===== src/rtl/mole_round_ctrl_pkg.sv =====
// Shared definitions for the whack-a-mole round controller and its helpers:
// FSM state encoding and the 16-bit Galois LFSR constants.
package whack_pkg;

   typedef enum logic [1:0] {
      IDLE = 2'd0,
      GAP  = 2'd1,
      UP   = 2'd2,
      DONE = 2'd3
   } state_t;

   // Right-shifting Galois form of x^16 + x^14 + x^13 + x^11 + 1
   localparam logic [15:0] LFSR_TAPS         = 16'hB400;
   localparam logic [15:0] LFSR_SEED_DEFAULT = 16'hACE1;

endpackage


===== src/rtl/mole_round_ctrl_if.sv =====
// Signal bundle between the round controller and the rest of the game
// (start/tick/buttons in, round-timer control and display outputs out).
interface mole_round_ctrl_if #(
   parameter int NUM_MOLES  = 4,
   parameter int TIMER_BITS = 6,
   parameter int SCORE_BITS = 8
);
   logic                  start;
   logic                  tick;
   logic [NUM_MOLES-1:0]  btn;
   logic [TIMER_BITS-1:0] timer_count;
   logic                  timer_srst;
   logic                  timer_en;
   logic [NUM_MOLES-1:0]  mole;
   logic [SCORE_BITS-1:0] score;
   logic                  hit;
   logic                  game_over;

   // Game side: drives the inputs, observes the controller outputs
   modport master (
      output start, tick, btn, timer_count,
      input  timer_srst, timer_en, mole, score, hit, game_over
   );

   // Controller side
   modport slave (
      input  start, tick, btn, timer_count,
      output timer_srst, timer_en, mole, score, hit, game_over
   );
endinterface


===== src/rtl/mole_round_ctrl_lfsr16.sv =====
// Free-running 16-bit Galois LFSR; steps every clock, reloads SEED on reset.
module lfsr16
   import whack_pkg::*;
#(
   parameter logic [15:0] SEED = LFSR_SEED_DEFAULT
) (
   input  logic        clk,
   input  logic        arst,
   output logic [15:0] q
);

   logic [15:0] r_q;

   // Shift right each cycle, folding the tap pattern in when bit 0 leaves
   always_ff @(posedge clk or posedge arst) begin
      if (arst) r_q <= SEED;
      else      r_q <= {1'b0, r_q[15:1]} ^ (r_q[0] ? LFSR_TAPS : 16'h0000);
   end

   assign q = r_q;

endmodule


===== src/rtl/mole_round_ctrl.sv =====
// Whack-a-mole round sequencer. Controls the countdown round timer, raises
// one pseudo-random mole at a time with gap/dwell timing, scores button hits
// and flags game over when the round timer reaches zero.
module mole_round_ctrl
   import whack_pkg::*;
#(
   parameter int          NUM_MOLES   = 4,
   parameter int          TIMER_BITS  = 6,
   parameter int          SCORE_BITS  = 8,
   parameter int          DWELL_TICKS = 750,
   parameter int          GAP_TICKS   = 250,
   parameter int          TICK_BITS   = 10,
   parameter logic [15:0] LFSR_SEED   = LFSR_SEED_DEFAULT
) (
   input  logic             clk,
   input  logic             arst,
   mole_round_ctrl_if.slave bus
);

   localparam int                   IDX_W      = $clog2(NUM_MOLES);
   localparam logic [TICK_BITS-1:0] GAP_LAST   = TICK_BITS'(GAP_TICKS - 1);
   localparam logic [TICK_BITS-1:0] DWELL_LAST = TICK_BITS'(DWELL_TICKS - 1);

   state_t                r_state,     w_state_nxt;
   logic [NUM_MOLES-1:0]  r_mole,      w_mole_nxt;
   logic [SCORE_BITS-1:0] r_score,     w_score_nxt;
   logic                  r_hit,       w_hit_nxt;
   logic                  r_game_over, w_game_over_nxt;
   logic [TICK_BITS-1:0]  r_cnt,       w_cnt_nxt;
   logic [IDX_W-1:0]      r_prev_idx,  w_prev_idx_nxt;

   logic [15:0]           w_lfsr;
   logic [IDX_W-1:0]      w_cand;
   logic [IDX_W-1:0]      w_sel;
   logic [NUM_MOLES-1:0]  w_onehot;
   logic                  w_match;
   logic                  w_timer_end;
   logic                  w_unused_lfsr;

   // Score saturates at all-ones instead of wrapping
   function automatic logic [SCORE_BITS-1:0] sat_inc(input logic [SCORE_BITS-1:0] s);
      return (&s) ? s : s + SCORE_BITS'(1);
   endfunction

   lfsr16 #(.SEED(LFSR_SEED)) u_lfsr (
      .clk  (clk),
      .arst (arst),
      .q    (w_lfsr)
   );

   // Low LFSR bits pick the mole; bump by one on a repeat so the same mole
   // never shows twice in a row (wraps naturally, NUM_MOLES is a power of 2)
   assign w_cand        = w_lfsr[IDX_W-1:0];
   assign w_sel         = (w_cand == r_prev_idx) ? w_cand + IDX_W'(1) : w_cand;
   assign w_onehot      = NUM_MOLES'(1) << w_sel;
   assign w_unused_lfsr = ^w_lfsr[15:IDX_W];

   assign w_match     = |(bus.btn & r_mole);
   assign w_timer_end = (bus.timer_count == '0);

   // Next-state and registered-output decisions
   always_comb begin
      w_state_nxt     = r_state;
      w_mole_nxt      = r_mole;
      w_score_nxt     = r_score;
      w_hit_nxt       = 1'b0;
      w_game_over_nxt = r_game_over;
      w_cnt_nxt       = r_cnt;
      w_prev_idx_nxt  = r_prev_idx;

      unique case (r_state)
         IDLE: begin
            w_mole_nxt      = '0;
            w_game_over_nxt = 1'b0;
            if (bus.start) begin
               w_state_nxt = GAP;
               w_score_nxt = '0;
               w_cnt_nxt   = '0;
            end
         end

         GAP: begin
            w_mole_nxt = '0;
            if (bus.tick) begin
               if (r_cnt == GAP_LAST) begin
                  w_state_nxt    = UP;
                  w_mole_nxt     = w_onehot;
                  w_prev_idx_nxt = w_sel;
                  w_cnt_nxt      = '0;
               end else begin
                  w_cnt_nxt = r_cnt + TICK_BITS'(1);
               end
            end
         end

         UP: begin
            if (w_match) begin
               w_hit_nxt   = 1'b1;
               w_score_nxt = sat_inc(r_score);
               w_mole_nxt  = '0;
               w_cnt_nxt   = '0;
               w_state_nxt = GAP;
            end else if (bus.tick) begin
               if (r_cnt == DWELL_LAST) begin
                  w_mole_nxt  = '0;
                  w_cnt_nxt   = '0;
                  w_state_nxt = GAP;
               end else begin
                  w_cnt_nxt = r_cnt + TICK_BITS'(1);
               end
            end
         end

         DONE: begin
            w_mole_nxt      = '0;
            w_game_over_nxt = 1'b1;
            if (bus.start) begin
               w_state_nxt     = GAP;
               w_score_nxt     = '0;
               w_cnt_nxt       = '0;
               w_game_over_nxt = 1'b0;
            end
         end

         default: w_state_nxt = IDLE;
      endcase

      // End of round overrides any gap/dwell move; a same-cycle hit above
      // has already been scored
      if ((r_state == GAP || r_state == UP) && w_timer_end) begin
         w_state_nxt     = DONE;
         w_mole_nxt      = '0;
         w_game_over_nxt = 1'b1;
      end
   end

   // State and registered outputs; reset aborts any round in progress
   always_ff @(posedge clk or posedge arst) begin
      if (arst) begin
         r_state     <= IDLE;
         r_mole      <= '0;
         r_score     <= '0;
         r_hit       <= 1'b0;
         r_game_over <= 1'b0;
         r_cnt       <= '0;
         r_prev_idx  <= '0;
      end else begin
         r_state     <= w_state_nxt;
         r_mole      <= w_mole_nxt;
         r_score     <= w_score_nxt;
         r_hit       <= w_hit_nxt;
         r_game_over <= w_game_over_nxt;
         r_cnt       <= w_cnt_nxt;
         r_prev_idx  <= w_prev_idx_nxt;
      end
   end

   // Round-timer control is combinational so the counter clears/steps in
   // step with this FSM
   assign bus.timer_srst = (r_state == IDLE) |
                           (bus.start & ((r_state == IDLE) | (r_state == DONE)));
   assign bus.timer_en   = bus.tick & ((r_state == GAP) | (r_state == UP));

   assign bus.mole      = r_mole;
   assign bus.score     = r_score;
   assign bus.hit       = r_hit;
   assign bus.game_over = r_game_over;

endmodule


===== src/flat_wrapper.sv =====
// flat-port wrapper written by rule: the top's interface ports become plain ports
module mole_round_ctrl_flat import whack_pkg::*;
#(
   parameter int          NUM_MOLES   = 4,
   parameter int          TIMER_BITS  = 6,
   parameter int          SCORE_BITS  = 8,
   parameter int          DWELL_TICKS = 750,
   parameter int          GAP_TICKS   = 250,
   parameter int          TICK_BITS   = 10,
   parameter logic [15:0] LFSR_SEED   = LFSR_SEED_DEFAULT
)
  (clk, arst, bus_start, bus_tick, bus_btn, bus_timer_count, bus_timer_srst, bus_timer_en, bus_mole, bus_score, bus_hit, bus_game_over);
  mole_round_ctrl_if #(.NUM_MOLES(NUM_MOLES), .TIMER_BITS(TIMER_BITS), .SCORE_BITS(SCORE_BITS)) bus_i ();
  input  logic clk;
  input  logic arst;
  input wire logic [$bits(bus_i.start)-1:0] bus_start;
  input wire logic [$bits(bus_i.tick)-1:0] bus_tick;
  input wire logic [$bits(bus_i.btn)-1:0] bus_btn;
  input wire logic [$bits(bus_i.timer_count)-1:0] bus_timer_count;
  output wire logic [$bits(bus_i.timer_srst)-1:0] bus_timer_srst;
  output wire logic [$bits(bus_i.timer_en)-1:0] bus_timer_en;
  output wire logic [$bits(bus_i.mole)-1:0] bus_mole;
  output wire logic [$bits(bus_i.score)-1:0] bus_score;
  output wire logic [$bits(bus_i.hit)-1:0] bus_hit;
  output wire logic [$bits(bus_i.game_over)-1:0] bus_game_over;
  assign bus_i.start = bus_start;
  assign bus_i.tick = bus_tick;
  assign bus_i.btn = bus_btn;
  assign bus_i.timer_count = bus_timer_count;
  assign bus_timer_srst = bus_i.timer_srst;
  assign bus_timer_en = bus_i.timer_en;
  assign bus_mole = bus_i.mole;
  assign bus_score = bus_i.score;
  assign bus_hit = bus_i.hit;
  assign bus_game_over = bus_i.game_over;
  mole_round_ctrl #(.NUM_MOLES(NUM_MOLES), .TIMER_BITS(TIMER_BITS), .SCORE_BITS(SCORE_BITS), .DWELL_TICKS(DWELL_TICKS), .GAP_TICKS(GAP_TICKS), .TICK_BITS(TICK_BITS), .LFSR_SEED(LFSR_SEED)) u_core (.clk(clk), .arst(arst), .bus(bus_i));
endmodule

===== config.mk =====
export PLATFORM = sky130hd
export DESIGN_NAME = mole_round_ctrl_flat
export DESIGN_NICKNAME = d
export VERILOG_FILES = /design/src/rtl/mole_round_ctrl_pkg.sv /design/src/rtl/mole_round_ctrl_if.sv /design/src/rtl/mole_round_ctrl_lfsr16.sv /design/src/rtl/mole_round_ctrl.sv /design/src/flat_wrapper.sv
export SDC_FILE = /design/constraint.sdc
export NUM_CORES = 1
export LEC_CHECK = 0
export CAP_MARGIN = 5
export CORE_ASPECT_RATIO = 0.8
export CORE_MARGIN = 8
export CORE_UTILIZATION = 35
export CTS_BUF_LIST = sky130_fd_sc_hd__clkbuf_4 sky130_fd_sc_hd__clkbuf_8 sky130_fd_sc_hd__clkbuf_16
export DETAILED_ROUTE_END_ITERATION = 7
export PLACE_DENSITY = 0.6
export RECOVER_POWER = 50
export SLEW_MARGIN = 10
export SYNTH_ARGS = -nofsm -noshare
export SYNTH_HDL_FRONTEND = slang
export SYNTH_SLANG_ARGS = --single-unit

===== constraint.sdc =====
create_clock -name clk -period 4.3 [get_ports clk]
set_input_delay 0.86 -clock clk [delete_from_list [all_inputs] [get_ports clk]]
set_output_delay 0.86 -clock clk [all_outputs]
set_load 0.03 [all_outputs]

==> run_results.csv, run 1 <==
group,metric,value,unit
outcome,outcome,"complete, but fails checks",
outcome,violations,"max-capacitance violations, max-slew violations",
worst_setup_path,crit_required,3440,ps
timing,setup_viol,0,
cts,cts_resized,0,
detailed_routing,wirelength,4670,um
timing,slew_headroom,-54.5,%
timing,tightestPinTransition,2320,ps
cts,cts_tree,"done",
worst_setup_path,critPathLaunchType,"flip-flop",
worst_hold_path,hold_depth,0,
worst_setup_path,critPathSlowestCell,"clkdlybuf4s50_1",
detailed_routing,via_per_inst,5.34,
floorplan,die_h,86.0,um
floorplan,dieWidth,103,um
timing,fin_crit,3270,ps
synthesis,avgSynthCellArea,10.9,um2
detailed_routing,first_pass_iters,4,
cts,cts_buffers,5,
synthesis,ys_seq_area_share,51.9,%
cts,postCtsHoldBufs,0,
layout,syn_to_final_growth,22.3,%
floorplan,start_util,36.2,%
power_and_ir_drop,powerDensity,523,nW/um2
job,drv_cap,1,
timing,slew_viol_final,45,
worst_setup_path,crit_chain,"inv_1 > ha_1 > clkinv_1 > nor2_1 > clkdlybuf4s50_1",
worst_setup_path,end_kind,"output pin",
worst_hold_path,hp-class,"reg2reg",
cts,root_buffer,"clkbuf_8",
timing,period_share,76.1,%
placement,place_hpwl,3400,um
detailed_routing,wire_per_inst,15.1,um
timing,setup_ws,1030,ps
worst_setup_path,reg2reg_depth,7,
timing,setup_tns,0,ps
layout,fin_nets,249,
grt,grt_util_all_layers,11.2,%
timing,fmax,306,MHz
placement,pre_cts_slack,1190,ps
synthesis,synth_cells,196,
layout,drive_gt1_share,10.1,%
synthesis,ys.warnings.count,0,
worst_hold_path,min_to,"u_core.u_lfsr.q[7]",
detailed_routing,ant_nets,0,
worst_setup_path,r2r-start,"u_core.r_state[0]",
synthesis,syn_nets,218,
cts,cts_buffer_depth,2,
layout,diodes,0,
grt,grt_pass1_vias,1521,
worst_setup_path,critical-path-max-stage-delay,680,ps
timing,fin_skew,5.70,ps
timing,rsz0062_at_grt,"false",
grt,antenna_found_initial,0,
cts,h-tree-depth,2,
power_and_ir_drop,ir_drop,199,uV
synthesis,synthFlopType,"dfrtp_1",
synthesis,async_flop_share,100,%
worst_setup_path,cp_top_family,"buffers and inverters",
cts,cts.clk_slew.worst_paths,90,ps
placement,io_buffers,29,
synthesis,ys_types,52,
floorplan,die-area,8890,um2
worst_setup_path,worst_ep_arrival_time,2410,ps
detailed_routing,drtIter0Drc,85,
worst_setup_path,crit_type,"reg2out",
worst_setup_path,crit_buf_inv,3,
worst_setup_path,reg2reg_slack,1810,ps
floorplan,io_pins,30,
floorplan,core,5910,um2
detailed_routing,vias,1649,
synthesis,synth-seq-cells,44,
synthesis,synth_edf_count,0,
grt,overflow,0,
grt,grt_max_degree,45,
cts,clock_latency,300,ps
grt,grt_pass1_wl,7790,um
floorplan,num_rows,25,
synthesis,netlist_area,2140,um2
worst_setup_path,cp_max_fo,11,
worst_hold_path,hp-start,"u_core.u_lfsr.q[8]",
detailed_routing,drc_errors,0,
cts,post_cts_buffers,0,
timing,finalHoldViolations,0,
worst_setup_path,timing.rr.end,"u_core.bus.score[5]",
placement,gp_congestion,0.769,
cts,clock_sinks,44,
power_and_ir_drop,p_leak,1.16,nW
[kinds of logic (layout without fill, tap and decap cells)]
family          after synthesis  after routing  synth area share [%]
fa+ha+maj                     8              8                  4.68
buf+inv                      15             47                  3.10
xor+xnor                      4              4                  1.64
mux                           3              3                  1.58
compound gates               56             56                  20.5
simple gates                 66             66                  16.7
flops                        44             44                  51.9
[through the flow]
step / cells / instance area, um2 / hold slack (ps) / utilization (%) / total power [mW]
detailed placement: 301 / 2510 / 340 / 42.4 / 1.05
finish: 309 / 2620 / 359 / 44.3 / 1.37
CTS: 309 / 2620 / 359 / 44.4 / 1.38
global route: 309 / 2620 / 364 / 44.3 / 1.47
floorplan: 196 / 2140 / 331 / - / 0.903
global placement: 301 / 2510 / 333 / 42.4 / 1.05
[sequential cells by signal (all words and copies together), names as in the netlist]
register	count
u_core.bus.hit	1
u_core.bus.mole	4
u_core.u_lfsr.q	16
u_core.r_state	2
u_core.r_cnt	10
u_core.bus.score	8
u_core.r_prev_idx	2
u_core.bus.game_over	1
[how the worst max path moves through the flow]
stage | start | endpoint | depth (start not counted) | slack, ps
2_1_floorplan | u_core.r_state[0] | bus_timer_en | 5 | 2000
3_3_place_gp | bus_tick | bus_timer_en | 4 | 1200
3_5_place_dp | bus_tick | bus_timer_en | 4 | 1190
4_1_cts | u_core.r_state[0] | bus_timer_en | 5 | 1040
5_1_grt | arst | u_core.bus.score[4] | 3 | 680
6_report | u_core.r_state[0] | bus_timer_en | 5 | 1030
[final cells by class]
class	instances	area [um2]
fill	564	3290
sequential	44	1110
multi-input combinational	137	963
timing repair buffer	30	294
tap	81	101
clock buffer	5	68.8
clock inverter	3	46.3
inverter	9	33.8
[per-layer routing]
metal | GRT usage [%] | vias up | part of all wire, %
li1 | - | 789 | -
met1 | 16.6 | 811 | 52
met2 | 14.5 | 41 | 40
met3 | 2.91 | 8 | 5.6
met4 | 4.72 | 0 | 1.7
met5 | 0 | - | 0
[cell usage after synthesis (3+ instances only)]
library cell  instances  area share, %
o21ai_1              10            2.3
a21oi_1               4           0.94
dfrtp_1              36             42
dfstp_2               8            9.8
nor3_1                5            1.2
clkbuf_1              3           0.53
nor2b_1               7            2.0
nor4_1                3           0.88
o21ai_0               6            1.4
o31ai_1               5            1.8
nand2_1              14            2.5
ha_1                  8            4.7
a22o_1                9            3.7
nor2_1               12            2.1
inv_1                 8            1.4
and4_1                3            1.2
xor2_1                3            1.2
nand3_1               8            1.9
[power breakdown]
group          switching, mW  internal (mW)
clock network          0.150          0.175
registers             0.0361          0.446
logic                  0.360          0.203
total                  0.546          0.825
[cell usage in the layout, fill, tap and decap left out, drive strengths merged, types with 2 or more instances in the layout]
cell and instances:
a31oi 2, o31ai 5, nor3 5, nand3 8, a22o 9, nor2b 7, or3 2, dfrtp 36
a22oi 4, o21ai 16, clkbuf 6, nand2 14, clkdlybuf4s50 28, o41ai 4, mux2 3, and4 3
dfstp 8, o22a 2, inv 9, xor2 3, and2 2, nor4 3, ha 8, nor2 12
a21oi 4, nand4 2, nand4b 2
(Power assumes the default switching activity.)
==> run 2, diff against run 1 <==
clock period = 3.4 ns   (was 4.3 ns; I/O delays follow)
==> run_results.csv, run 2 (synthesis results as in run 1) <==
group,metric,value,unit
cts,cts_resized,0,
floorplan,die-area,8890,um2
worst_hold_path,hp-start,"u_core.u_lfsr.q[3]",
timing,setup_viol,0,
layout,fillers,543,
worst_setup_path,crit_chain,"inv_1 > ha_1 > clkinv_1 > nor2_1 > clkdlybuf4s50_1",
floorplan,dieWidth,103,um
worst_setup_path,cp_top_family,"buffers and inverters",
power_and_ir_drop,p_leak,1.17,nW
detailed_routing,wl_met2,1700,um
worst_setup_path,cp_max_fo,11,
worst_setup_path,reg2reg_depth,7,
detailed_routing,via_per_inst,5.18,
worst_hold_path,hold_depth,0,
cts,clock_sinks,44,
detailed_routing,wire_per_inst,14.6,um
placement,dpl.cell_count,301,
worst_setup_path,timing.rr.end,"u_core.bus.score[5]",
worst_setup_path,r2r-start,"u_core.r_state[0]",
detailed_routing,first_pass_iters,4,
timing,slew_viol_final,0,
timing,fin_skew,2.28,ps
timing,fin_crit,3040,ps
detailed_routing,drc_errors,0,
cts,h-tree-depth,2,
cts,clock_latency,300,ps
detailed_routing,wirelength,4520,um
power_and_ir_drop,power_frac_comb,40.9,%
job,drv_cap,0,
worst_setup_path,end_kind,"output pin",
power_and_ir_drop,powerDensity,659,nW/um2
worst_setup_path,crit_cells,5,
timing,fmax,329,MHz
worst_setup_path,crit_type,"reg2out",
worst_hold_path,hp-class,"reg2reg",
worst_setup_path,crit_buf_inv,3,
grt,overflow,0,
worst_setup_path,critical-path-max-stage-delay,680,ps
worst_setup_path,crit_required,2720,ps
placement,gp_congestion,0.763,
power_and_ir_drop,swShare,39.6,%
worst_setup_path,critPathSlowestCell,"clkdlybuf4s50_1",
detailed_routing,wl_met3,229,um
cts,cts_buffers,5,
grt,grt_util_all_layers,11.4,%
placement,place_hpwl,3260,um
placement,io_buffers,29,
floorplan,core,5910,um2
cts,cts.clk_slew.worst_paths,90,ps
floorplan,num_rows,25,
timing,slew_headroom,28.4,%
grt,grt_max_degree,45,
detailed_routing,vias,1600,
worst_setup_path,startpoint,"u_core.r_state[0]",
cts,postCtsHoldBufs,0,
worst_hold_path,min_to,"u_core.u_lfsr.q[2]",
grt,grt_pass1_vias,1553,
layout,fin_nets,249,
power_and_ir_drop,switching_power,0.684,mW
detailed_routing,top_layer_used,"met4",
timing,hold_ws,357,ps
power_and_ir_drop,power_frac_clock,23.8,%
floorplan,io_pins,30,
detailed_routing,drtIter0Drc,69,
cts,cts_buffer_depth,2,
power_and_ir_drop,ir_drop,273,uV
timing,setup_tns,0,ps
power_and_ir_drop,p_seq_share,35.3,%
detailed_routing,wl_met1,2520,um
cts,post_cts_buffers,0,
outcome,outcome,"finished, final reports clean",
floorplan,start_util,36.2,%
cts,cts_tree,"done",
layout,final_cell_mix,"dfrtp_1 (36), clkdlybuf4s50_1 (28), nand2_1 (14), nor2_1 (12), o21ai_1 (10)",
worst_setup_path,critPathLaunchType,"flip-flop",
grt,grt_pass1_wl,7910,um
layout,final_cells,309,
layout,drive_gt1_share,10.5,%
worst_setup_path,reg2reg_slack,1000,ps
grt,antenna_found_initial,0,
detailed_routing,ant_nets,0,
timing,finalHoldViolations,0,
layout,syn_to_final_growth,22.4,%
floorplan,die_h,86.0,um
worst_setup_path,worst_ep_arrival_time,2360,ps
power_and_ir_drop,internal-power,1.04,mW
layout,largest_reg_flops,16,
cts,root_buffer,"clkbuf_8",
layout,diodes,0,
timing,tightestPinTransition,1070,ps
timing,period_share,89.4,%
layout,final_core_util,44.3,%
timing,rsz0062_at_grt,"false",
layout,layout_commonest_cell,"dfrtp_1",
## run 2: changes by cell type in the layout (fill, tap and decap cells not counted)
cell,before,now
clkbuf_1,1,0
clkbuf_2,0,1
## run 2: layout make-up
cell class | instances | area [um2] | area share (%)
repair buffers | 30 | 295 | 11.3
clock inverters | 3 | 46.3 | 1.77
inverters | 9 | 33.8 | 1.29
flip-flops and latches | 44 | 1110 | 42.4
multi-input cells | 137 | 963 | 36.8
well taps | 81 | 101 | 3.87
clock buffers | 5 | 68.8 | 2.63
## run 2: power by group through the flow
stage	clock network [mW]	logic, mW	registers [mW]
final	0.412	0.705	0.609
after global routing	0.449	0.801	0.617
after CTS	0.426	0.706	0.609
after detailed placement	0	0.705	0.618
after global placement	0	0.703	0.617
after floorplan	0	0.502	0.640
## run 2: worst max-delay path by stage
| stage | end | slack, ps |
|---|---|---|
| 5_1_grt | bus_timer_en | 240 |
| 6_report | bus_timer_en | 360 |
| 2_1_floorplan | bus_timer_en | 1280 |
| 4_1_cts | bus_timer_en | 340 |
| 3_3_place_gp | bus_timer_en | 670 |
| 3_5_place_dp | bus_timer_en | 660 |
## run 2: stage by stage
step	area (um2)	power, mW	setup slack [ps]
floorplan	2140	1.14	1280
finish	2620	1.73	360
global placement	2510	1.32	669
global route	2620	1.87	236
CTS	2620	1.74	337
detailed placement	2510	1.32	665
## run 2: metal layers
metal | vias to the layer above | global-route usage [%]
li1 | 788 | -
met1 | 770 | 17.0
met2 | 34 | 14.5
met3 | 8 | 3.07
met4 | 0 | 4.85
met5 | - | 0
==> run 3, diff against run 2 <==
CTS_BUF_LIST = sky130_fd_sc_hd__clkbuf_2   (was sky130_fd_sc_hd__clkbuf_4 sky130_fd_sc_hd__clkbuf_8 sky130_fd_sc_hd__clkbuf_16)
==> run_results.csv, run 3 (synthesis results as in run 1) <==
group,metric,value,unit
cts,cts_tree,"done",
worst_setup_path,reg2reg_slack,950,ps
worst_setup_path,cp_max_fo,11,
timing,finalHoldViolations,0,
worst_hold_path,hp-class,"reg2reg",
outcome,violations,"max-capacitance violations, max-slew violations",
placement,place_hpwl,3260,um
grt,antenna_found_initial,0,
placement,io_buffers,29,
cts,cts.clk_slew.worst_paths,230,ps
floorplan,num_rows,25,
detailed_routing,via_per_inst,5.17,
grt,grt_pass1_vias,1550,
worst_hold_path,hold_depth,0,
job,drv_cap,1,
timing,setup_tns,0,ps
layout,diodes,0,
cts,postCtsHoldBufs,0,
layout,fin_nets,249,
worst_hold_path,hp-start,"u_core.u_lfsr.q[7]",
floorplan,core,5910,um2
detailed_routing,first_pass_iters,4,
layout,ff_latch_area,1110,um2
worst_hold_path,min_to,"u_core.u_lfsr.q[6]",
layout,multiInputGateArea,963,um2
timing,tightestPinTransition,2320,ps
cts,h-tree-depth,2,
worst_setup_path,critical-path-max-stage-delay,680,ps
cts,cts_buffer_depth,2,
grt,grt_pass1_wl,7870,um
power_and_ir_drop,ir_drop,267,uV
worst_setup_path,crit_chain,"inv_1 > ha_1 > clkinv_1 > nor2_1 > clkdlybuf4s50_1",
timing,slew_headroom,-54.7,%
worst_setup_path,end_kind,"output pin",
grt,grt_util_all_layers,11.2,%
layout,final_cell_mix,"dfrtp_1 (36), clkdlybuf4s50_1 (28), nand2_1 (14), nor2_1 (12), o21ai_1 (10)",
detailed_routing,ant_nets,0,
worst_setup_path,timing.rr.end,"u_core.bus.score[5]",
layout,layout_commonest_cell,"dfrtp_1",
timing,fin_skew,3.17,ps
outcome,outcome,"complete, but fails checks",
power_and_ir_drop,p_leak,1.15,nW
detailed_routing,drc_errors,0,
timing,hold_ws,373,ps
worst_setup_path,reg2reg_depth,7,
layout,final_core_util,43.6,%
worst_setup_path,worst_ep_arrival_time,2530,ps
cts,cts_buffers,5,
floorplan,die-area,8890,um2
detailed_routing,wirelength,4550,um
timing,setup_viol,0,
detailed_routing,drtIter0Drc,61,
floorplan,io_pins,30,
cts,clock_latency,400,ps
cts,root_buffer,"clkbuf_2",
floorplan,start_util,36.2,%
layout,fillers,548,
worst_setup_path,critPathSlowestCell,"clkdlybuf4s50_1",
detailed_routing,vias,1598,
layout,drive_gt1_share,10.1,%
worst_setup_path,crit_required,2720,ps
worst_setup_path,r2r-start,"u_core.r_state[0]",
floorplan,die_h,86.0,um
worst_setup_path,critPathLaunchType,"flip-flop",
floorplan,dieWidth,103,um
timing,fin_crit,3210,ps
timing,period_share,94.4,%
layout,syn_to_final_growth,20.3,%
worst_setup_path,crit_type,"reg2out",
timing,rsz0062_at_grt,"false",
cts,clock_sinks,44,
detailed_routing,wire_per_inst,14.7,um
grt,overflow,0,
power_and_ir_drop,powerDensity,632,nW/um2
timing,slew_viol_final,45,
cts,post_cts_buffers,0,
cts,cts_resized,0,
grt,grt_max_degree,45,
placement,gp_congestion,0.763,
timing,fmax,312,MHz
layout,largest_reg_flops,16,
-- run 3: cell type report --
cell class	count	share of cell area, %
Timing Repair Buffer	30	11.4
Tap cell	81	3.94
Clock inverter	3	1.80
Multi-Input combinational cell	137	37.4
Inverter	9	1.31
Sequential cell	44	43.1
Clock buffer	5	0.972
-- run 3: metal layers --
layer	GRT usage (%)	vias up	wire length, um
met5	0	-	0
met4	3.67	0	41
met3	2.83	5	208
met2	14.5	29	1730
met1	17.1	779	2570
li1	-	785	-
-- run 3: through the flow --
step / worst slack [ps] / cell area, um2 / total power, mW / cells
finish: 191 / 2570 / 1.63 / 309
global route: 52.7 / 2570 / 1.76 / 309
CTS: 174 / 2580 / 1.63 / 309
detailed placement: 665 / 2510 / 1.32 / 301
global placement: 669 / 2510 / 1.32 / 301
floorplan: 1280 / 2140 / 1.14 / 196
-- run 3: how the worst max path moves through the flow --
stage	start	endpoint	slack [ps]	depth (start not counted)
3_5_place_dp	bus_tick	bus_timer_en	660	4
3_3_place_gp	bus_tick	bus_timer_en	670	4
6_report	u_core.r_state[0]	bus_timer_en	190	5
5_1_grt	u_core.r_state[0]	bus_timer_en	50	5
4_1_cts	u_core.r_state[0]	bus_timer_en	170	5
2_1_floorplan	u_core.r_state[0]	bus_timer_en	1280	5
-- run 3: worst max-delay path, delay by kind of cell (launching register included) --
kind	cells	cell delay, ps
flops	1	480
simple gates	1	130
fa+ha+maj	1	530
buf+inv	3	980
-- run 3: power breakdown --
| part | switching, mW | total (mW) | internal, mW |
|---|---|---|---|
| clock network | 0.179 | 0.306 | 0.127 |
| logic | 0.453 | 0.710 | 0.257 |
| registers | 0.0460 | 0.611 | 0.565 |
